File: config.mk
export PLATFORM = sky130hd
export DESIGN_NAME = debug_reg_dumper
export DESIGN_NICKNAME = d
export VERILOG_FILES = /design/src/rtl/debug_reg_dumper_pkg.sv /design/src/rtl/debug_reg_dumper.sv
export SDC_FILE = /design/constraint.sdc
export NUM_CORES = 1
export LEC_CHECK = 0
export CAP_MARGIN = 20
export CORE_AREA = 2 2 399 401
export DETAILED_ROUTE_END_ITERATION = 6
export DIE_AREA = 0 0 401 403
export PLACE_DENSITY_LB_ADDON = 0.2
export REMOVE_ABC_BUFFERS = 1
export SLEW_MARGIN = 10
export SYNTH_ARGS = -nofsm -noshare
export SYNTH_HDL_FRONTEND = slang
export SYNTH_SLANG_ARGS = --single-unit
File: constraint.sdc
create_clock -name clk -period 38 [get_ports clk]
set_input_delay 7.6 -clock clk [delete_from_list [all_inputs] [get_ports clk]]
set_output_delay 7.6 -clock clk [all_outputs]
set_load 0.02 [all_outputs]
File: src/rtl/debug_reg_dumper_pkg.sv
// Shared constants and FSM encoding for the debug register dumper.
package debug_reg_dumper_pkg;

  localparam int PROC_BITS      = 32;
  localparam int REG_ADDRS_BITS = 5;
  localparam int REG_COUNT      = 1 << REG_ADDRS_BITS;
  localparam int SNAP_W         = PROC_BITS * REG_COUNT;
  localparam int BIT_IDX_W      = $clog2(SNAP_W);

  localparam logic [7:0] HEADER_BYTE = 8'hA5;

  typedef enum logic [1:0] {
    ST_IDLE   = 2'd0,
    ST_HEADER = 2'd1,
    ST_DATA   = 2'd2,
    ST_DONE   = 2'd3
  } state_e;

endpackage

File: src/rtl/debug_reg_dumper.sv
// Snapshots the flattened register file and streams it out as a framed byte
// dump: one header byte, then every register MSB byte first, reg 0 upward.
module debug_reg_dumper
  import debug_reg_dumper_pkg::*;
(
  input  logic              clk,
  input  logic              rst_n,
  input  logic              i_start,
  input  logic [SNAP_W-1:0] i_debug_regs,
  input  logic              i_tx_ready,
  output logic              o_tx_valid,
  output logic [7:0]        o_tx_data,
  output logic              o_busy,
  output logic              o_done
);

  state_e                    state_q, state_d;
  logic [REG_ADDRS_BITS-1:0] reg_idx_q, reg_idx_d;
  logic [1:0]                byte_idx_q, byte_idx_d;
  logic [SNAP_W-1:0]         snap_q;
  logic [BIT_IDX_W-1:0]      bit_hi;
  logic                      xfer;

  assign xfer = o_tx_valid & i_tx_ready;

  // Top bit of the current byte: 32*reg_idx + 31 - 8*byte_idx (never underflows).
  assign bit_hi = {reg_idx_q, 5'd31} - {{(BIT_IDX_W-5){1'b0}}, byte_idx_q, 3'b000};

  // Snapshot is taken only when a dump is accepted; reset leaves it alone.
  always_ff @(posedge clk) begin
    if (rst_n && state_q == ST_IDLE && i_start)
      snap_q <= i_debug_regs;
  end

  // State and byte counters.
  always_ff @(posedge clk) begin
    if (!rst_n) begin
      state_q    <= ST_IDLE;
      reg_idx_q  <= '0;
      byte_idx_q <= '0;
    end else begin
      state_q    <= state_d;
      reg_idx_q  <= reg_idx_d;
      byte_idx_q <= byte_idx_d;
    end
  end

  // Next state, counter advance and outputs, all decoded from the current state.
  always_comb begin
    state_d    = state_q;
    reg_idx_d  = reg_idx_q;
    byte_idx_d = byte_idx_q;
    o_tx_valid = 1'b0;
    o_tx_data  = 8'h00;
    o_busy     = 1'b1;
    o_done     = 1'b0;
    case (state_q)
      ST_IDLE: begin
        o_busy = 1'b0;
        if (i_start) begin
          state_d    = ST_HEADER;
          reg_idx_d  = '0;
          byte_idx_d = '0;
        end
      end
      ST_HEADER: begin
        o_tx_valid = 1'b1;
        o_tx_data  = HEADER_BYTE;
        if (xfer) begin
          state_d    = ST_DATA;
          reg_idx_d  = '0;
          byte_idx_d = '0;
        end
      end
      ST_DATA: begin
        o_tx_valid = 1'b1;
        o_tx_data  = snap_q[bit_hi -: 8];
        if (xfer) begin
          byte_idx_d = byte_idx_q + 2'd1;
          if (byte_idx_q == 2'd3) begin
            reg_idx_d = reg_idx_q + 1'b1;
            if (reg_idx_q == REG_ADDRS_BITS'(REG_COUNT - 1))
              state_d = ST_DONE;
          end
        end
      end
      ST_DONE: begin
        o_done  = 1'b1;
        state_d = ST_IDLE;
      end
      default: state_d = ST_IDLE;
    endcase
  end

endmodule

# After elaboration in Yosys (flattened, before gate mapping)
# Index checks and enable logic that the tools add are counted.
dict set report word_totals {
  regBits 1033
  latchBits 0
  mem_bits_rw 0
  mem_bits_ro 0
  inputBits 1028
  out_inout_bits 11
  word_cells 46
  n_memories 0
}
dict set report classes {
  add_sub_neg 3
  multipliers 0
  n_div 0
  order_cmp 0
  n_eq_ne 10
  n_shift 1
  muxes 19
  n_bitwise 1
  n_reduce_logical 8
}
# operator n
set ops {}
lappend ops {{$shiftx A1031 B11 Y8} 1}
lappend ops {{$mux W5} 4}
lappend ops {{$mux W2} 8}
lappend ops {{$pmux W8 S2} 1}
lappend ops {{$pmux W5 S3} 1}
lappend ops {{$ne A2 B2 Y1 const B} 5}
lappend ops {{$reduce_and A5 Y1} 2}
lappend ops {{$sub A10 B5 Y10} 1}
lappend ops {{$pmux W2 S4} 1}
lappend ops {{$eq A2 B2 Y1 const B} 3}
lappend ops {{$pmux W2 S3} 1}
lappend ops {{$add A5 B1 Y5 const B} 1}
lappend ops {{$eq A5 B5 Y1 const B} 1}
lappend ops {{$reduce_and A4 Y1} 1}
lappend ops {{$mux W1} 3}
lappend ops {{$reduce_bool A3 Y1} 1}
lappend ops {{$add A2 B1 Y2 const B} 1}
lappend ops {{$eq A2 B1 Y1 const B} 1}
lappend ops {{$logic_and A1 B1 Y1} 2}
lappend ops {{$logic_not A2 Y1} 1}
lappend ops {{$reduce_or A2 Y1} 1}
lappend ops {{$and A1 B1 Y1} 1}

# Logic depth before layout (Yosys ltp)
dict set report logic_depth {
  word_depth 6
  depth_mapped 11
  depth_no_buf 8
}

# Least setup slack after synthesis
# Ideal clock, no wire load.
dict set report synth_timing {
  path_type {input to register}
  startpoint {input port rst_n}
  endpoint {register snap_q[0] (enable)}
  setup_ns 1.538
  arrival_time_ns 31.032
  t_required_ns 36.462
  setup_slack_ns 5.430
  cell_stages 2
  path_buffers 1
  cell_sequence {clkbuf_1 and3_1}
}
dict set report synth_via {
  elab_chain_len 2
}
# element line_no
set synth_lines {}
lappend synth_lines {{start, declared} debug_reg_dumper.sv:7} ;# input logic rst_n,
lappend synth_lines {{$logic_and A1 B1 Y1 (2 in a row)} debug_reg_dumper.sv:31} ;# if (rst_n && state_q == ST_IDLE && i_start)
lappend synth_lines {{end signal, assigned} debug_reg_dumper.sv:32} ;# snap_q <= i_debug_regs;
lappend synth_lines {{end, declared} debug_reg_dumper.sv:20} ;# logic [SNAP_W-1:0] snap_q;
# Every way passes these cells.
# A chain may end at the register's enable or synchronous reset.

# Worst setup path after layout
dict set report layout_timing {
  startpoint {register byte_idx_q[0]}
  endpoint {output port o_tx_data[7]}
}
dict set report layout_via {
  elab_chain_len 3
}
# element line_no
set layout_lines {}
lappend layout_lines {{start, declared} debug_reg_dumper.sv:19} ;# logic [1:0] byte_idx_q, byte_idx_d;
lappend layout_lines {{start signal, assigned} debug_reg_dumper.sv:44} ;# byte_idx_q <= byte_idx_d;
lappend layout_lines {{$sub A10 B5 Y10} debug_reg_dumper.sv:27} ;# assign bit_hi = {reg_idx_q, 5'd31} - {{(BIT_IDX_W-5){1'b0}}, byte_idx_q, 3'b000};
lappend layout_lines {{$shiftx A1031 B11 Y8} debug_reg_dumper.sv:77} ;# o_tx_data = snap_q[bit_hi -: 8];
lappend layout_lines {{$pmux W8 S2} debug_reg_dumper.sv:57} ;# case (state_q)
lappend layout_lines {{end, declared} debug_reg_dumper.sv:12} ;# output logic [7:0] o_tx_data,
# Every way passes these cells.

==> flow_metrics.py <==
metrics = {
    "outcome": {
        "status": "complete, but fails checks",
        "violations": "slew limit",
    },
    "drt": {
        "drc_errors": 0,
        "first_pass_iters": 7,
        "ant_nets": 0,
        "routed_wl_mm": 149,
        "drt_iter0_markers": 1770,
        "via_per_inst": 4.50,
        "wl_per_cell_um": 29.3,
        "vias": 22800,
    },
    "clock_tree": {
        "cts_buffers": 118,
        "clkSinkCount": 1033,
        "cts_setup_buffers": 0,
        "ctsHoldBuffers": 0,
        "cts_max_level": 3,
        "clkSlewWorstSetupHoldPaths_ns": 0.06,
        "cts_resized": 0,
        "clock_insertion_delay_worst_skew_ns": 0.75,
        "root_buffer": "clkbuf_16",
        "cts.path.max_buffers": 3,
        "tritoncts": "yes",
    },
    "grt": {
        "grt_usage": 0.179,
        "grt_pass1_wl_mm": 201,
        "grt_pass1_vias": 25000,
        "grt_max_degree": 202,
        "antenna_found_initial": 57,
        "overflow": 0,
    },
    "synth": {
        "synth_top_family_by_area": "multiplexers",
        "synth_mux_area_frac": 0.159,
        "ys_seq_area_frac": 0.773,
        "ys_ff_latch": 1033,
        "synth_compound_area_frac": 0.0298,
        "postSynthCellCount": 1778,
        "synthAdderAreaFrac": 0.00250,
        "ys_types": 57,
        "synth_edf_count": 1024,
        "async_flop_share": 0,
        "ys_warn_count": 0,
        "synth_area_um2": 40000,
        "synth_flop_cell": "edfxtp_1",
        "post_synth.cell_area_avg_um2": 22.5,
        "synth-simple-area-share": 0.0166,
        "synth-xor-area-share": 0,
    },
    "die": {
        "dieArea_um2": 162000,
        "coreArea_um2": 157000,
        "start_util": 0.254,
        "die_h_um": 403,
        "die_w_um": 401,
        "std_cell_rows": 146,
        "ios": 1039,
    },
    "sta": {
        "skew_ns": 0.0337,
        "tns_ns": 0,
        "setup_viol": 0,
        "hold_viol": 0,
        "worst_slew_pin_slew_ns": 1.51,
        "finalMaxSlewViolations": 23,
        "grt_setup_unrepaired": "false",
        "finalCritPeriodShare": 0.367,
        "final.setup.worst_slack_ns": 24.06,
        "relSlewSlack": -0.00442,
        "min_period_ns": 13.94,
        "max_freq_mhz": 71.7,
    },
    "placed_design": {
        "gp_congestion": 0.820,
        "dpl.hpwl_mm": 110,
        "postPlaceCellArea_um2": 52700,
        "io_buffers": 1038,
        "place_inst": 4830,
        "dp_slack_ns": 24.47,
    },
    "setup_path": {
        "critPathMostFrequentCell": "buf_4",
        "crit_arrival_ns": 6.34,
        "crit_fanout": 37,
        "r2r_setup_slack_ns": 33.95,
        "end_kind": "primary output",
        "timing.rr.end": "snap_q[791]$_DFFE_PP_",
        "required_ns": 30.40,
        "crit_slowest_cell": "dfxtp_4",
        "crit_chain": "buf_4 -> buf_4 -> buf_4 -> mux4_2 -> a22o_1 -> a2111oi_0 -> a211oi_1 -> nor3_1 -> a211oi_1 -> clkdlybuf4s50_1",
        "reg2reg_from": "state_q[1]$_SDFFE_PN0P_",
        "r2r_cells": 6,
        "crit_path_start_kind": "register",
        "worstSetupPathType": "reg -> out",
        "slowest_delay_ns": 0.76,
    },
    "min_path": {
        "hp-start": "state_q[1]$_SDFFE_PN0P_",
        "hold_class": "reg -> reg",
        "min_to": "state_q[1]$_SDFFE_PN0P_",
        "whs_path_depth": 2,
    },
    "flow_run": {
        "max_cap_viol_count": 0,
    },
    "finish": {
        "fillCellCount": 14600,
        "fin_cells": 5078,
        "fin_nets": 3915,
        "area_growth_pct": 41.9,
        "finalInstanceArea_um2": 56800,
        "drive_above_1_share": 0.156,
    },
    "power_and_ir_drop": {
        "p_per_area_nw_per_um2": 53.3,
        "leakagePower_nw": 17.8,
        "peakVddDrop_mv": 0.0383,
    },
}
==> through the flow <==
stage | hold WS [ns] | power, mW | utilization
floorplan | 0.526 | 1.90 | -
global placement | 0.545 | 1.87 | 0.334
detailed placement | 0.566 | 1.88 | 0.334
finish | 0.575 | 3.03 | 0.360
global route | 0.630 | 3.14 | 0.360
CTS | 0.575 | 3.07 | 0.360
==> synthesized netlist by cell type, types with 6 or more instances <==
| cell | n | area [um2] |
|---|---|---|
| nor3_1 | 8 | 40.0 |
| nand2b_1 | 11 | 68.8 |
| buf_2 | 30 | 150 |
| o22ai_1 | 21 | 131 |
| a21oi_1 | 21 | 105 |
| clkbuf_1 | 29 | 109 |
| nor2b_1 | 18 | 113 |
| buf_6 | 18 | 203 |
| a31oi_1 | 8 | 50.1 |
| ha_1 | 8 | 100 |
| inv_1 | 7 | 26.3 |
| a22oi_1 | 38 | 285 |
| edfxtp_1 | 1024 | 30700 |
| nor2_1 | 15 | 56.3 |
| buf_12 | 6 | 120 |
| nor4_1 | 7 | 43.8 |
| a211oi_1 | 13 | 97.6 |
| dfxtp_1 | 9 | 180 |
| mux4_1 | 15 | 394 |
| buf_8 | 6 | 90.1 |
| mux2i_1 | 102 | 1020 |
| nand2_1 | 31 | 116 |
| nand3_1 | 17 | 85.1 |
| o21ai_0 | 17 | 85.1 |
| mux4_2 | 217 | 4890 |
==> layout make-up <==
cell class | count | area [um2] | share of cell area
timing repair buffer | 1078 | 10800 | 0.190
multi-input combinational | 641 | 8350 | 0.147
sequential | 1033 | 30900 | 0.545
clock buffer | 137 | 3050 | 0.0537
inverter | 7 | 26.3 | 0.000463
antenna | 26 | 65.1 | 0.00115
tap | 2072 | 2590 | 0.0457
clock inverter | 84 | 965 | 0.0170
==> worst max path at each step <==
stage,start,to,slack [ns],cells after the start
floorplan,i_start,snap_q[0]$_DFFE_PP_,5.67,1
global placement,byte_idx_q[0]$_SDFFE_PN0P_,o_tx_data[7],24.55,10
detailed placement,byte_idx_q[0]$_SDFFE_PN0P_,o_tx_data[7],24.47,10
CTS,byte_idx_q[0]$_SDFFE_PN0P_,o_tx_data[7],23.61,10
global route,byte_idx_q[0]$_SDFFE_PN0P_,o_tx_data[7],23.53,10
finish,byte_idx_q[0]$_SDFFE_PN0P_,o_tx_data[7],24.06,10
==> sequential cells by signal (all words and copies together), names as in the netlist <==
signal,count
state_q,2
snap_q,1024
byte_idx_q,2
reg_idx_q,5
==> report_power, final <==
group,internal (mW),switching [mW],total (mW)
Clock,0.691,0.485,1.18
Combinational,0.196,0.189,0.384
Sequential,1.43,0.0396,1.47
==> cell usage in the layout, fill, tap and decap left out, types with 5 or more instances in the layout <==
master | netlist | layout
a211oi_1 | 13 | 13
a21oi_1 | 21 | 21
a22oi_1 | 38 | 38
a31oi_1 | 8 | 8
buf_4 | 4 | 34
bufinv_16 | 0 | 17
clkbuf_1 | 29 | 18
clkbuf_16 | 0 | 119
clkdlybuf4s50_1 | 0 | 1038
clkinv_1 | 0 | 22
clkinv_2 | 0 | 29
clkinvlp_4 | 0 | 5
dfxtp_4 | 0 | 5
diode_2 | 0 | 26
edfxtp_1 | 1024 | 1024
ha_1 | 8 | 8
inv_1 | 7 | 7
mux2_2 | 5 | 5
mux2i_1 | 102 | 102
mux4_1 | 15 | 15
mux4_2 | 217 | 217
nand2_1 | 31 | 31
nand2b_1 | 11 | 11
nand3_1 | 17 | 17
nor2_1 | 15 | 15
nor2b_1 | 18 | 15
nor3_1 | 8 | 8
o21ai_0 | 17 | 16
o221ai_1 | 5 | 5
o22ai_1 | 21 | 21
==> routing by layer <==
layer	up-vias	GRT usage	share of wire
met1	11800	0.196	0.36
li1	9847	-	-
met3	219	0.0546	0.078
met4	48	0.0573	0.025
met2	935	0.330	0.54
met5	-	0	0.0019
==> critical path, delay by kind of cell (launching register included) <==
kind            cells  cell delay, ns
compound gates      4            1.03
buf+inv             4            2.58
flops               1            0.76
mux                 1            0.56
simple gates        1            0.59
==> cell families after synthesis <==
family          after synthesis
fa+ha+maj                     8
mux                         339
simple gates                128
buf+inv                     104
flops                      1033
compound gates              166
Note: power is estimated with default switching activity, not from simulation.
